## src/rtl/renas_package.sv

```systemverilog
// rtl/renas_package.sv - shared types and constants for the renas write buffer
package renas_package;

  localparam int DATA_LENGTH = 32;
  localparam int BYTE_OFFSET = 2;
  localparam int PTR_LENGTH  = DATA_LENGTH - BYTE_OFFSET;
  localparam int WB_DEPTH    = 4;

  typedef struct packed {
    logic                   valid;
    logic [PTR_LENGTH-1:0]  ptr;
    logic [DATA_LENGTH-1:0] data;
  } wb_entry_type;

  typedef enum logic [1:0] {
    WB_IDLE    = 2'd0,
    WB_REQ     = 2'd1,
    WB_RELEASE = 2'd2
  } wb_state_type;

endpackage

```

## src/rtl/renas_mem_write_buffer_if.sv

```systemverilog
// rtl/renas_mem_write_buffer_if.sv - cache push, memory drain and lookup signals of the write buffer
interface renas_mem_write_buffer_if;
  import renas_package::*;

  logic                              wb_req;
  logic [DATA_LENGTH+PTR_LENGTH-1:0] wb_data;
  logic                              wb_ack;
  logic                              full_flag;
  logic                              empty_flag;
  logic                              drain_hold;
  logic                              mem_req;
  logic [DATA_LENGTH-1:0]            mem_addr;
  logic [DATA_LENGTH-1:0]            mem_wdata;
  logic                              mem_ack;
  logic [PTR_LENGTH-1:0]             lkup_ptr;
  logic                              lkup_hit;
  logic [DATA_LENGTH-1:0]            lkup_data;

  modport slave (
    input  wb_req, wb_data, drain_hold, mem_ack, lkup_ptr,
    output wb_ack, full_flag, empty_flag, mem_req, mem_addr, mem_wdata, lkup_hit, lkup_data
  );

  modport master (
    output wb_req, wb_data, drain_hold, mem_ack, lkup_ptr,
    input  wb_ack, full_flag, empty_flag, mem_req, mem_addr, mem_wdata, lkup_hit, lkup_data
  );

endinterface

```

## src/rtl/renas_wb_lookup.sv

```systemverilog
// rtl/renas_wb_lookup.sv - newest-first match search over the write buffer entries
module renas_wb_lookup
  import renas_package::*;
#(
  parameter int DEPTH = WB_DEPTH,
  parameter int IDX_W = $clog2(DEPTH)
) (
  input  wb_entry_type           entries_i [DEPTH],
  input  logic [IDX_W-1:0]       wr_ptr_i,
  input  logic [DEPTH-1:0]       skip_i,
  input  logic [PTR_LENGTH-1:0]  ptr_i,
  output logic                   hit_o,
  output logic [IDX_W-1:0]       idx_o
);

  logic [IDX_W-1:0] slot;

  // Walk oldest to newest so the newest match is the last one written.
  always_comb begin
    hit_o = 1'b0;
    idx_o = '0;
    slot  = '0;
    for (int k = DEPTH; k >= 1; k--) begin
      slot = wr_ptr_i - IDX_W'(k);
      if (entries_i[slot].valid && !skip_i[slot] && (entries_i[slot].ptr == ptr_i)) begin
        hit_o = 1'b1;
        idx_o = slot;
      end
    end
  end

endmodule

```

## src/rtl/renas_mem_write_buffer.sv

```systemverilog
// rtl/renas_mem_write_buffer.sv - posted-write FIFO from D-cache write-back to memory data port
// Optional in-place write merging is enabled by defining RENAS_WB_MERGE_EN.
module renas_mem_write_buffer
  import renas_package::*;
#(
  parameter int DEPTH = WB_DEPTH
) (
  input logic                        clk_l2,
  input logic                        rst_n,
  renas_mem_write_buffer_if.slave    bus
);

  localparam int IDX_W = $clog2(DEPTH);
  localparam logic [IDX_W:0] FULL_CNT = (IDX_W+1)'(DEPTH);

  wb_entry_type           entries_q [DEPTH];
  logic [IDX_W-1:0]       rd_ptr_q;
  logic [IDX_W-1:0]       wr_ptr_q;
  logic [IDX_W:0]         count_q;
  logic [IDX_W:0]         count_d;
  wb_state_type           state_q;
  logic                   wb_ack_q;
  logic                   mem_req_q;
  logic [DATA_LENGTH-1:0] mem_addr_q;
  logic [DATA_LENGTH-1:0] mem_wdata_q;

  logic [PTR_LENGTH-1:0]  push_ptr;
  logic [DATA_LENGTH-1:0] push_data;
  logic                   full;
  logic                   empty;
  logic                   pop;
  logic                   push_alloc;
  logic                   push_merge;
  logic [IDX_W-1:0]       merge_idx;
  logic                   lkup_hit;
  logic [IDX_W-1:0]       lkup_idx;

  assign push_ptr  = bus.wb_data[PTR_LENGTH-1:0];
  assign push_data = bus.wb_data[PTR_LENGTH +: DATA_LENGTH];
  assign full      = (count_q == FULL_CNT);
  assign empty     = (count_q == '0);
  assign pop       = (state_q == WB_REQ) && bus.mem_ack;

  renas_wb_lookup #(.DEPTH(DEPTH), .IDX_W(IDX_W)) u_lkup (
    .entries_i (entries_q),
    .wr_ptr_i  (wr_ptr_q),
    .skip_i    ({DEPTH{1'b0}}),
    .ptr_i     (bus.lkup_ptr),
    .hit_o     (lkup_hit),
    .idx_o     (lkup_idx)
  );

`ifdef RENAS_WB_MERGE_EN
  logic [DEPTH-1:0] merge_skip;
  logic             merge_hit;

  // The head is off-limits once its write has been launched.
  always_comb begin
    merge_skip = '0;
    if (state_q != WB_IDLE) merge_skip[rd_ptr_q] = 1'b1;
  end

  renas_wb_lookup #(.DEPTH(DEPTH), .IDX_W(IDX_W)) u_merge (
    .entries_i (entries_q),
    .wr_ptr_i  (wr_ptr_q),
    .skip_i    (merge_skip),
    .ptr_i     (push_ptr),
    .hit_o     (merge_hit),
    .idx_o     (merge_idx)
  );

  assign push_merge = bus.wb_req && merge_hit;
  assign push_alloc = bus.wb_req && !merge_hit && !full;
`else
  assign merge_idx  = '0;
  assign push_merge = 1'b0;
  assign push_alloc = bus.wb_req && !full;
`endif

  always_comb begin
    count_d = count_q;
    if (push_alloc && !pop)      count_d = count_q + 1'b1;
    else if (!push_alloc && pop) count_d = count_q - 1'b1;
  end

  always_ff @(posedge clk_l2 or negedge rst_n) begin
    if (!rst_n) begin
      for (int i = 0; i < DEPTH; i++) entries_q[i] <= '0;
      rd_ptr_q    <= '0;
      wr_ptr_q    <= '0;
      count_q     <= '0;
      state_q     <= WB_IDLE;
      wb_ack_q    <= 1'b0;
      mem_req_q   <= 1'b0;
      mem_addr_q  <= '0;
      mem_wdata_q <= '0;
    end else begin
      wb_ack_q <= push_alloc | push_merge;
      count_q  <= count_d;
      if (push_alloc) begin
        entries_q[wr_ptr_q] <= '{valid: 1'b1, ptr: push_ptr, data: push_data};
        wr_ptr_q            <= wr_ptr_q + 1'b1;
      end
      if (push_merge) entries_q[merge_idx].data <= push_data;
      if (pop) begin
        entries_q[rd_ptr_q].valid <= 1'b0;
        rd_ptr_q                  <= rd_ptr_q + 1'b1;
      end
      case (state_q)
        WB_IDLE: begin
          if (!empty && !bus.drain_hold) begin
            state_q     <= WB_REQ;
            mem_req_q   <= 1'b1;
            mem_addr_q  <= {entries_q[rd_ptr_q].ptr, {BYTE_OFFSET{1'b0}}};
            mem_wdata_q <= entries_q[rd_ptr_q].data;
          end
        end
        WB_REQ: begin
          if (bus.mem_ack) begin
            state_q   <= WB_RELEASE;
            mem_req_q <= 1'b0;
          end
        end
        WB_RELEASE: begin
          // Holding here until ack falls keeps one write per req/ack pair.
          if (!bus.mem_ack) state_q <= WB_IDLE;
        end
        default: begin
          state_q   <= WB_IDLE;
          mem_req_q <= 1'b0;
        end
      endcase
    end
  end

  assign bus.wb_ack     = wb_ack_q;
  assign bus.full_flag  = full;
  assign bus.empty_flag = empty;
  assign bus.mem_req    = mem_req_q;
  assign bus.mem_addr   = mem_addr_q;
  assign bus.mem_wdata  = mem_wdata_q;
  assign bus.lkup_hit   = lkup_hit;
  assign bus.lkup_data  = lkup_hit ? entries_q[lkup_idx].data : '0;

endmodule

```

## src/flat_wrapper.sv

```systemverilog
// flat-port wrapper written by rule: the top's interface ports become plain ports
module renas_mem_write_buffer_flat import renas_package::*;
#(
  parameter int DEPTH = WB_DEPTH
)
  (clk_l2, rst_n, bus_wb_req, bus_wb_data, bus_drain_hold, bus_mem_ack, bus_lkup_ptr, bus_wb_ack, bus_full_flag, bus_empty_flag, bus_mem_req, bus_mem_addr, bus_mem_wdata, bus_lkup_hit, bus_lkup_data);
  renas_mem_write_buffer_if bus_i ();
  input logic clk_l2;
  input logic rst_n;
  input wire logic [$bits(bus_i.wb_req)-1:0] bus_wb_req;
  input wire logic [$bits(bus_i.wb_data)-1:0] bus_wb_data;
  input wire logic [$bits(bus_i.drain_hold)-1:0] bus_drain_hold;
  input wire logic [$bits(bus_i.mem_ack)-1:0] bus_mem_ack;
  input wire logic [$bits(bus_i.lkup_ptr)-1:0] bus_lkup_ptr;
  output wire logic [$bits(bus_i.wb_ack)-1:0] bus_wb_ack;
  output wire logic [$bits(bus_i.full_flag)-1:0] bus_full_flag;
  output wire logic [$bits(bus_i.empty_flag)-1:0] bus_empty_flag;
  output wire logic [$bits(bus_i.mem_req)-1:0] bus_mem_req;
  output wire logic [$bits(bus_i.mem_addr)-1:0] bus_mem_addr;
  output wire logic [$bits(bus_i.mem_wdata)-1:0] bus_mem_wdata;
  output wire logic [$bits(bus_i.lkup_hit)-1:0] bus_lkup_hit;
  output wire logic [$bits(bus_i.lkup_data)-1:0] bus_lkup_data;
  assign bus_i.wb_req = bus_wb_req;
  assign bus_i.wb_data = bus_wb_data;
  assign bus_i.drain_hold = bus_drain_hold;
  assign bus_i.mem_ack = bus_mem_ack;
  assign bus_i.lkup_ptr = bus_lkup_ptr;
  assign bus_wb_ack = bus_i.wb_ack;
  assign bus_full_flag = bus_i.full_flag;
  assign bus_empty_flag = bus_i.empty_flag;
  assign bus_mem_req = bus_i.mem_req;
  assign bus_mem_addr = bus_i.mem_addr;
  assign bus_mem_wdata = bus_i.mem_wdata;
  assign bus_lkup_hit = bus_i.lkup_hit;
  assign bus_lkup_data = bus_i.lkup_data;
  renas_mem_write_buffer #(.DEPTH(DEPTH)) u_core (.clk_l2(clk_l2), .rst_n(rst_n), .bus(bus_i));
endmodule
```

## config.mk

```make
export PLATFORM = sky130hd
export DESIGN_NAME = renas_mem_write_buffer_flat
export DESIGN_NICKNAME = d
export VERILOG_FILES = /design/src/rtl/renas_package.sv /design/src/rtl/renas_mem_write_buffer_if.sv /design/src/rtl/renas_wb_lookup.sv /design/src/rtl/renas_mem_write_buffer.sv /design/src/flat_wrapper.sv
export SDC_FILE = /design/constraint.sdc
export NUM_CORES = 1
export LEC_CHECK = 0
export ABC_AREA = 1
export ABC_CLOCK_PERIOD_IN_PS = 9200
export CAP_MARGIN = 0
export CELL_PAD_IN_SITES_DETAIL_PLACEMENT = 2
export CELL_PAD_IN_SITES_GLOBAL_PLACEMENT = 2
export CORE_MARGIN = 5
export CORE_UTILIZATION = 34
export DETAILED_ROUTE_END_ITERATION = 8
export GPL_TIMING_DRIVEN = 0
export PLACE_DENSITY_LB_ADDON = 0.1
export RECOVER_POWER = 100
export SLEW_MARGIN = 20
export SYNTH_ARGS = -nofsm -noshare
export SYNTH_HDL_FRONTEND = slang
export SYNTH_SLANG_ARGS = --single-unit
```

## constraint.sdc

```tcl
create_clock -name clk_l2 -period 9.2 [get_ports clk_l2]
set_input_delay 1.84 -clock clk_l2 [delete_from_list [all_inputs] [get_ports clk_l2]]
set_output_delay 1.84 -clock clk_l2 [all_outputs]
set_load 0.05 [all_outputs]
```

### Word level (Yosys, flattened, before mapping)

Index checks and enable logic that the tools add are counted.

| storage, ports and cells | value |
|---|---|
| memories | 0 |
| flip-flop bits (word level) | 325 |
| bits of input ports | 97 |
| output and inout bits | 101 |
| RAM bits | 0 |
| ROM bits | 0 |
| bits in latches | 0 |

| cells by class | value |
|---|---|
| eq/ne operators | 10 |
| reduce and logical (&&, ||, !) cells | 30 |
| multiply operators | 0 |
| add/subtract/negate cells | 7 |
| divide/modulo/power cells | 0 |
| shift operators | 0 |
| bitwise gates (word level) | 7 |
| order comparisons | 12 |
| muxes and demuxes | 52 |

Operator list:

| kind | count |
|---|---|
| binary-select mux 63 bit (select 2 bit) | 6 |
| 2-to-1 mux 63 bit | 10 |
| bitwise mux 252 bit | 2 |
| 2-to-1 mux 252 bit | 2 |
| demux 63 bit (select 2 bit) | 2 |
| 2-to-1 mux 62 bit | 2 |
| == test 30 bit | 4 |
| 2-to-1 mux 32 bit | 3 |
| greater-or-equal comparator 3 bit (second input constant) | 6 |
| NOT 2 -> 3 bit | 6 |
| logical AND 1 bit | 15 |
| 2-to-1 mux 2 bit | 7 |
| less-than comparator 2 x 3 -> 1 bit (second input constant) | 4 |
| 2-to-1 mux 1 bit | 10 |
| zero test 1 bit | 9 |
| binary-select mux 1 bit (select 2 bit) | 4 |
| less-than comparator 3 x 1 -> 1 bit (second input constant) | 2 |
| 2-to-1 mux 3 bit | 2 |
| one-hot mux 2 bit (3 select lines) | 1 |
| AND reduction 3 bit | 2 |
| adder 2 x 1 -> 2 bit (second input constant) | 2 |
| inequality test 2 bit (second input constant) | 2 |
| subtractor 2 bit (second input constant) | 2 |
| adder 3 x 1 -> 3 bit (second input constant) | 1 |
| 12 further kinds | 12 |

### Depth between registers and ports, before layout

| logic depth | value |
|---|---|
| word-level depth | 15 |
| gate-level depth with buffers | 27 |

### Cells and area by module

From an unflattened synthesis, not the netlist that was laid out.

| second synthesis, totals | value |
|---|---|
| cells, all modules | 3788 |
| area total of the unflattened synthesis | 23167.2 sq um |

Modules (own cells, without submodules):

| module | area each (sq um) | seq. area each (sq um) | cells each | times used |
|---|---|---|---|---|
| renas_mem_write_buffer | 17433.0 | 8132.8 | 2424 | 1 |
| renas_wb_lookup | 5734.2 | 0.0 | 1364 | 1 |

### Worst setup path before layout

No wires, ideal clock.

| timing | value |
|---|---|
| kind | input to output |
| from | input port bus_lkup_ptr[29] |
| to | output port bus_lkup_data[22] |
| arrival time | 4.089 ns |
| stages on the path | 11 |
| path slack | 3.271 ns |
| data required time | 7.360 ns |
| cell sequence | inv_1 nand3_1 nand2_1 nor3_1 nand2_1 nor2_1 nand4_1 nand3_1 clkbuf_1 nand2_1 nor2_1 |

| on the way | value |
|---|---|
| elaborated cells on any way between the ends | 21 |
| classes of those cells | eq/ne: 4; mux: 12; bitwise: 1; reduce/logical: 4 |

RTL lines:

| element | RTL line | source |
|---|---|---|
| start, declared | flat_wrapper.sv:14 | `input wire logic [$bits(bus_i.lkup_ptr)-1:0] bus_lkup_ptr;` |
| == test 30 bit | renas_wb_lookup.sv:25 | `if (entries_i[slot].valid && !skip_i[slot] && (entries_i[slot].ptr == ptr_i)) begin` |
| logical AND 1 bit | renas_wb_lookup.sv:25 |  |
| 2-to-1 mux 1 bit (3 in series) | renas_wb_lookup.sv:25 |  |
| 2-to-1 mux 1 bit * | renas_wb_lookup.sv:25 |  |
| named net bus_lkup_hit | flat_wrapper.sv:21 | `output wire logic [$bits(bus_i.lkup_hit)-1:0] bus_lkup_hit;` |
| 2-to-1 mux 32 bit * | renas_mem_write_buffer.sv:143 | `assign bus.lkup_data = lkup_hit ? entries_q[lkup_idx].data : '0;` |
| end, declared | flat_wrapper.sv:22 | `output wire logic [$bits(bus_i.lkup_data)-1:0] bus_lkup_data;` |

The timed path passes the listed nets; every way through them passes the cells marked *. The select of a mux whose other input is x is not followed.

### Worst setup path after layout

| timing | value |
|---|---|
| from | register u_core.wr_ptr_q[1] |
| to | output port bus_lkup_data[22] |

| on the way | value |
|---|---|
| cells in the longest elaborated chain, start to end | 15 |
| elaborated cells on any way between the ends | 56 |
| classes of those cells | add/sub: 3; eq/ne: 4; mux: 32; bitwise: 5; reduce/logical: 12 |

Ends and longest elaborated chain:

| element | RTL line | source |
|---|---|---|
| start, declared | renas_mem_write_buffer.sv:18 | `logic [IDX_W-1:0] wr_ptr_q;` |
| start signal, assigned | renas_mem_write_buffer.sv:102 | `wr_ptr_q <= wr_ptr_q + 1'b1;` |
| subtractor 2 bit / NOT 2 -> 3 bit (equally long branches) | renas_wb_lookup.sv:24, renas_wb_lookup.sv:25 |  |
| NOT 2 -> 3 bit (not written as such) / binary-select mux 63 bit (select 2 bit) (equally long branches) | renas_wb_lookup.sv:25 |  |
| binary-select mux 63 bit (select 2 bit) / 2-to-1 mux 63 bit (equally long branches) | renas_wb_lookup.sv:25 |  |
| 2-to-1 mux 63 bit (not written as such) | renas_wb_lookup.sv:25 |  |
| 2-to-1 mux 63 bit (not written as such) (tied with other cells) | renas_wb_lookup.sv:25 |  |
| == test 30 bit / logical AND 1 bit (equally long branches) | renas_wb_lookup.sv:25 |  |
| logical AND 1 bit / 2-to-1 mux 2 bit (equally long branches) | renas_wb_lookup.sv:25 |  |
| 2-to-1 mux 2 bit (3 in series) | renas_wb_lookup.sv:25 |  |
| NOT 2 -> 3 bit (not written as such) | renas_mem_write_buffer.sv:143 |  |
| binary-select mux 63 bit (select 2 bit) | renas_mem_write_buffer.sv:143 |  |
| 2-to-1 mux 32 bit (not written as such) (2 in series) | renas_mem_write_buffer.sv:143 |  |
| 2-to-1 mux 32 bit * | renas_mem_write_buffer.sv:143 |  |

Every way passes the cells marked *; elsewhere a longest branch is shown, timed or not. The select of a mux whose other input is x is not followed.

==> results.sh <==
export IMPL_yosys_top_cells_area="dfrtp_1 41%, nand2_1 21%, nand3_1 10%"
export IMPL_avgSynthCellArea_um2=6.533
export IMPL_cts_buffer_depth=3
export IMPL_grt_usage=0.3607
export IMPL_grt_overflow=0
export IMPL_maxCapViolCount=2
export IMPL_routed_top_layer="met5"
export IMPL_setup_slack_ns=0.05001
export IMPL_hold_class="flip-flop to flip-flop"
export IMPL_end_kind="output pin"
export IMPL_start_util=0.3433
export IMPL_p_leak_nw=11.72
export IMPL_timing_reg2reg_setup_slack_ns=5.30
export IMPL_yosysMostFrequentCell="nand2_1"
export IMPL_die_area_um2=63310
export IMPL_avgViaCountPerCell=5.814
export IMPL_syn2layout_area_growth_pct=21.45
export IMPL_coreArea_um2=57810
export IMPL_synth_main_ff_cell="dfrtp_1"
export IMPL_rsz0062_at_grt="no"
export IMPL_rows=88
export IMPL_synth_seq_area_share=0.4098
export IMPL_fin_nets=3389
export IMPL_cp_max_fo=11
export IMPL_clk_pin_slew_worst_paths_ns=0.06
export IMPL_synth_commonest_cells="1085 x nand2_1, 401 x nand3_1, 390 x o21ai_0, 333 x nor2_1, 325 x dfrtp_1"
export IMPL_dr_pass1_iters=5
export IMPL_max_vdd_ir_drop_v=0.0001833
export IMPL_post_drt_wl_per_cell_um=28.74
export IMPL_cts_tree="done"
export IMPL_grt_max_degree=95
export IMPL_ys_warn_count=0
export IMPL_drc=0
export IMPL_hold_viol=0
export IMPL_tightestPinTransition_ns=4.184
export IMPL_synthArstFlopShare=1.000
export IMPL_antenna_found_initial=5
export IMPL_maxSlewViolCount=165
export IMPL_power_density_nw_per_um2=469.8
export IMPL_gp_congestion=0.9887
export IMPL_final_util=0.4170
export IMPL_pre_cts_ws_ns=0.7222
export IMPL_vias=23730
export IMPL_netlist_area_um2=19850
export IMPL_dpl_hpwl_um=86580
export IMPL_period_share=0.9946
export IMPL_numCtsBuffers=41
export IMPL_ys_types=29
export IMPL_holdWs_ns=0.4712
export IMPL_postCtsSetupRepairBufs=0
export IMPL_skew_ns=0.01620
export IMPL_clock_sinks=325
export IMPL_synth_largest_area_cell="dfrtp_1"
export IMPL_synth_top_area_share=0.4098
export IMPL_finalWirelength_um=117300
export IMPL_wl_met2_um=56080
export IMPL_dieHeight_um=251.6
export IMPL_slew_headroom=-1.789
export IMPL_clk_latency_ns=0.60
export IMPL_dieWidth_um=251.6
export IMPL_synth_cells=3038
export IMPL_finalSetupViolCount=0
export IMPL_crit_path_start_kind="flip-flop"
export IMPL_wl_met1_um=46980
export IMPL_required_ns=7.36
export IMPL_grt_pass1_wl_um=171700
export IMPL_design_area_um2=24100
export IMPL_worstPathArrival_ns=7.31
export IMPL_root_buffer="clkbuf_16"
export IMPL_fill_cells=6955
export IMPL_period_minus_slack_ns=9.150
export IMPL_port_buffers=195
export IMPL_critPathKind="flip-flop to output pin"
export IMPL_drt_iter0_markers=1717
export IMPL_placement_cell_area_um2=22860
export IMPL_wl_met3_um=6937
export IMPL_htreeDepth=2
export IMPL_grt_pass1_vias=26250
export IMPL_synth_seq_cells=325
export IMPL_boundaryPins=198
export IMPL_fmax_ghz=0.1093
export IMPL_synth_edf_count=0
export IMPL_status="finished, violations left"
export IMPL_ant_nets=0
export IMPL_power_mw=11.32
export IMPL_violations="capacitance limit, slew limit"
export IMPL_drive_gt1_frac=0.03835
==> cell type report <==
| class | instances | area, µm² | area share |
|---|---|---|---|
| inverters | 161 | 604.3 | 0.02507 |
| diodes | 5 | 12.51 | 0.0005191 |
| well taps | 765 | 957.2 | 0.03971 |
| plain buffers | 186 | 790.8 | 0.03281 |
| repair buffers | 200 | 1988 | 0.08248 |
| flip-flops and latches | 325 | 8133 | 0.3374 |
| clock inverters | 10 | 87.58 | 0.003634 |
| multi-input cells | 2367 | 10330 | 0.4286 |
| clock buffers | 63 | 1200 | 0.04978 |
==> metrics by stage <==
step	cells	setup TNS (ns)
2_1_floorplan	3039	0
3_3_place_gp	3999	-2687.86
3_5_place_dp	4003	0
4_1_cts	4076	0
5_1_grt	4077	0
6_report	4082	0
==> critical path, stage by stage (launching register included) <==
cell             delay [ns]
dfrtp_1                0.38
buf_2                  0.40
inv_1                  0.10
buf_4                  0.23
buf_2                  0.29
ha_1                   0.45
buf_2                  0.38
clkbuf_2               0.45
nand3_1                0.18
nand3_1                0.25
nand2_1                0.20
inv_1                  0.13
nand2_1                0.06
nor2_1                 0.08
nand2_1                0.05
nor2_1                 0.45
nand2_1                0.18
nand2_1                0.11
nand2_1                0.05
nand2_1                0.32
nand2_2                0.16
buf_6                  0.19
buf_2                  0.22
nor2_1                 0.17
nor2_1                 0.08
nor2_1                 0.23
clkdlybuf4s50_1        0.86
==> layout by cell type (no fill, tap or decap), types with 2 or more instances in the layout <==
cell type / n
buf_2: 45
nand4_1: 5
dfrtp_1: 325
a31oi_1: 33
o21ai_0: 390
clkinv_4: 2
a21oi_1: 41
nand3_1: 401
dlygate4sd3_1: 88
nor2_1: 333
buf_6: 2
buf_1: 11
o21ai_1: 5
a22oi_1: 3
nor3_1: 5
inv_2: 3
inv_1: 158
clkbuf_1: 134
clkbuf_2: 9
clkinv_2: 5
o211ai_1: 2
buf_4: 5
conb_1: 2
nand2_1: 1085
o22ai_1: 29
clkbuf_8: 7
clkbuf_16: 42
clkdlybuf4s50_1: 104
xor2_1: 18
ha_1: 9
diode_2: 5
==> logic make-up after synthesis <==
| logic type | after synthesis | share of synthesized area |
|---|---|---|
| adders and majority gates | 10 | 0.006683 |
| buffers and inverters | 347 | 0.06985 |
| muxes | 1 | 0.0005674 |
| xor gates and xnor gates | 19 | 0.008385 |
| other | 1 | 0.0001889 |
| and+or+nand+nor | 1831 | 0.3728 |
| DFF | 325 | 0.4098 |
| AOI/OAI and AO/OA | 504 | 0.1318 |
==> what timing repair did <==
action	CTS	global route
resized for setup	0	17
setup endpoints to repair	0	32
hold buffers	0	0
hold endpoints to repair	0	0
==> metal layers <==
metal | track usage | up-vias
li1 | - | 10370
met1 | 0.4388 | 12180
met2 | 0.6158 | 857
met3 | 0.05865 | 328
met4 | 0.1901 | 2
met5 | 0 | -
==> power breakdown <==
part           leakage (nW)  switching, mW  total (mW)  internal (mW)
sequential             4.03          0.751        2.85           2.10
combinational          7.06           5.09        6.87           1.77
clock                 0.633          0.703        1.61          0.904
==> final timing paths <==
path	start	to	cells after the start
setup reg to reg	u_core.wr_ptr_q[1]	flip-flop	10
setup / recovery	u_core.wr_ptr_q[1]	bus_lkup_data[22]	26
min in group asynchronous	rst_n	u_core.bus.mem_addr[18]	1
max in group asynchronous	rst_n	asynchronous set/reset pin	4
hold / removal	u_core.bus.mem_addr[6]	u_core.bus.mem_addr[6]	2
hold reg to reg	u_core.bus.mem_addr[6]	u_core.bus.mem_addr[6]	2
(Power assumes the default switching activity.)
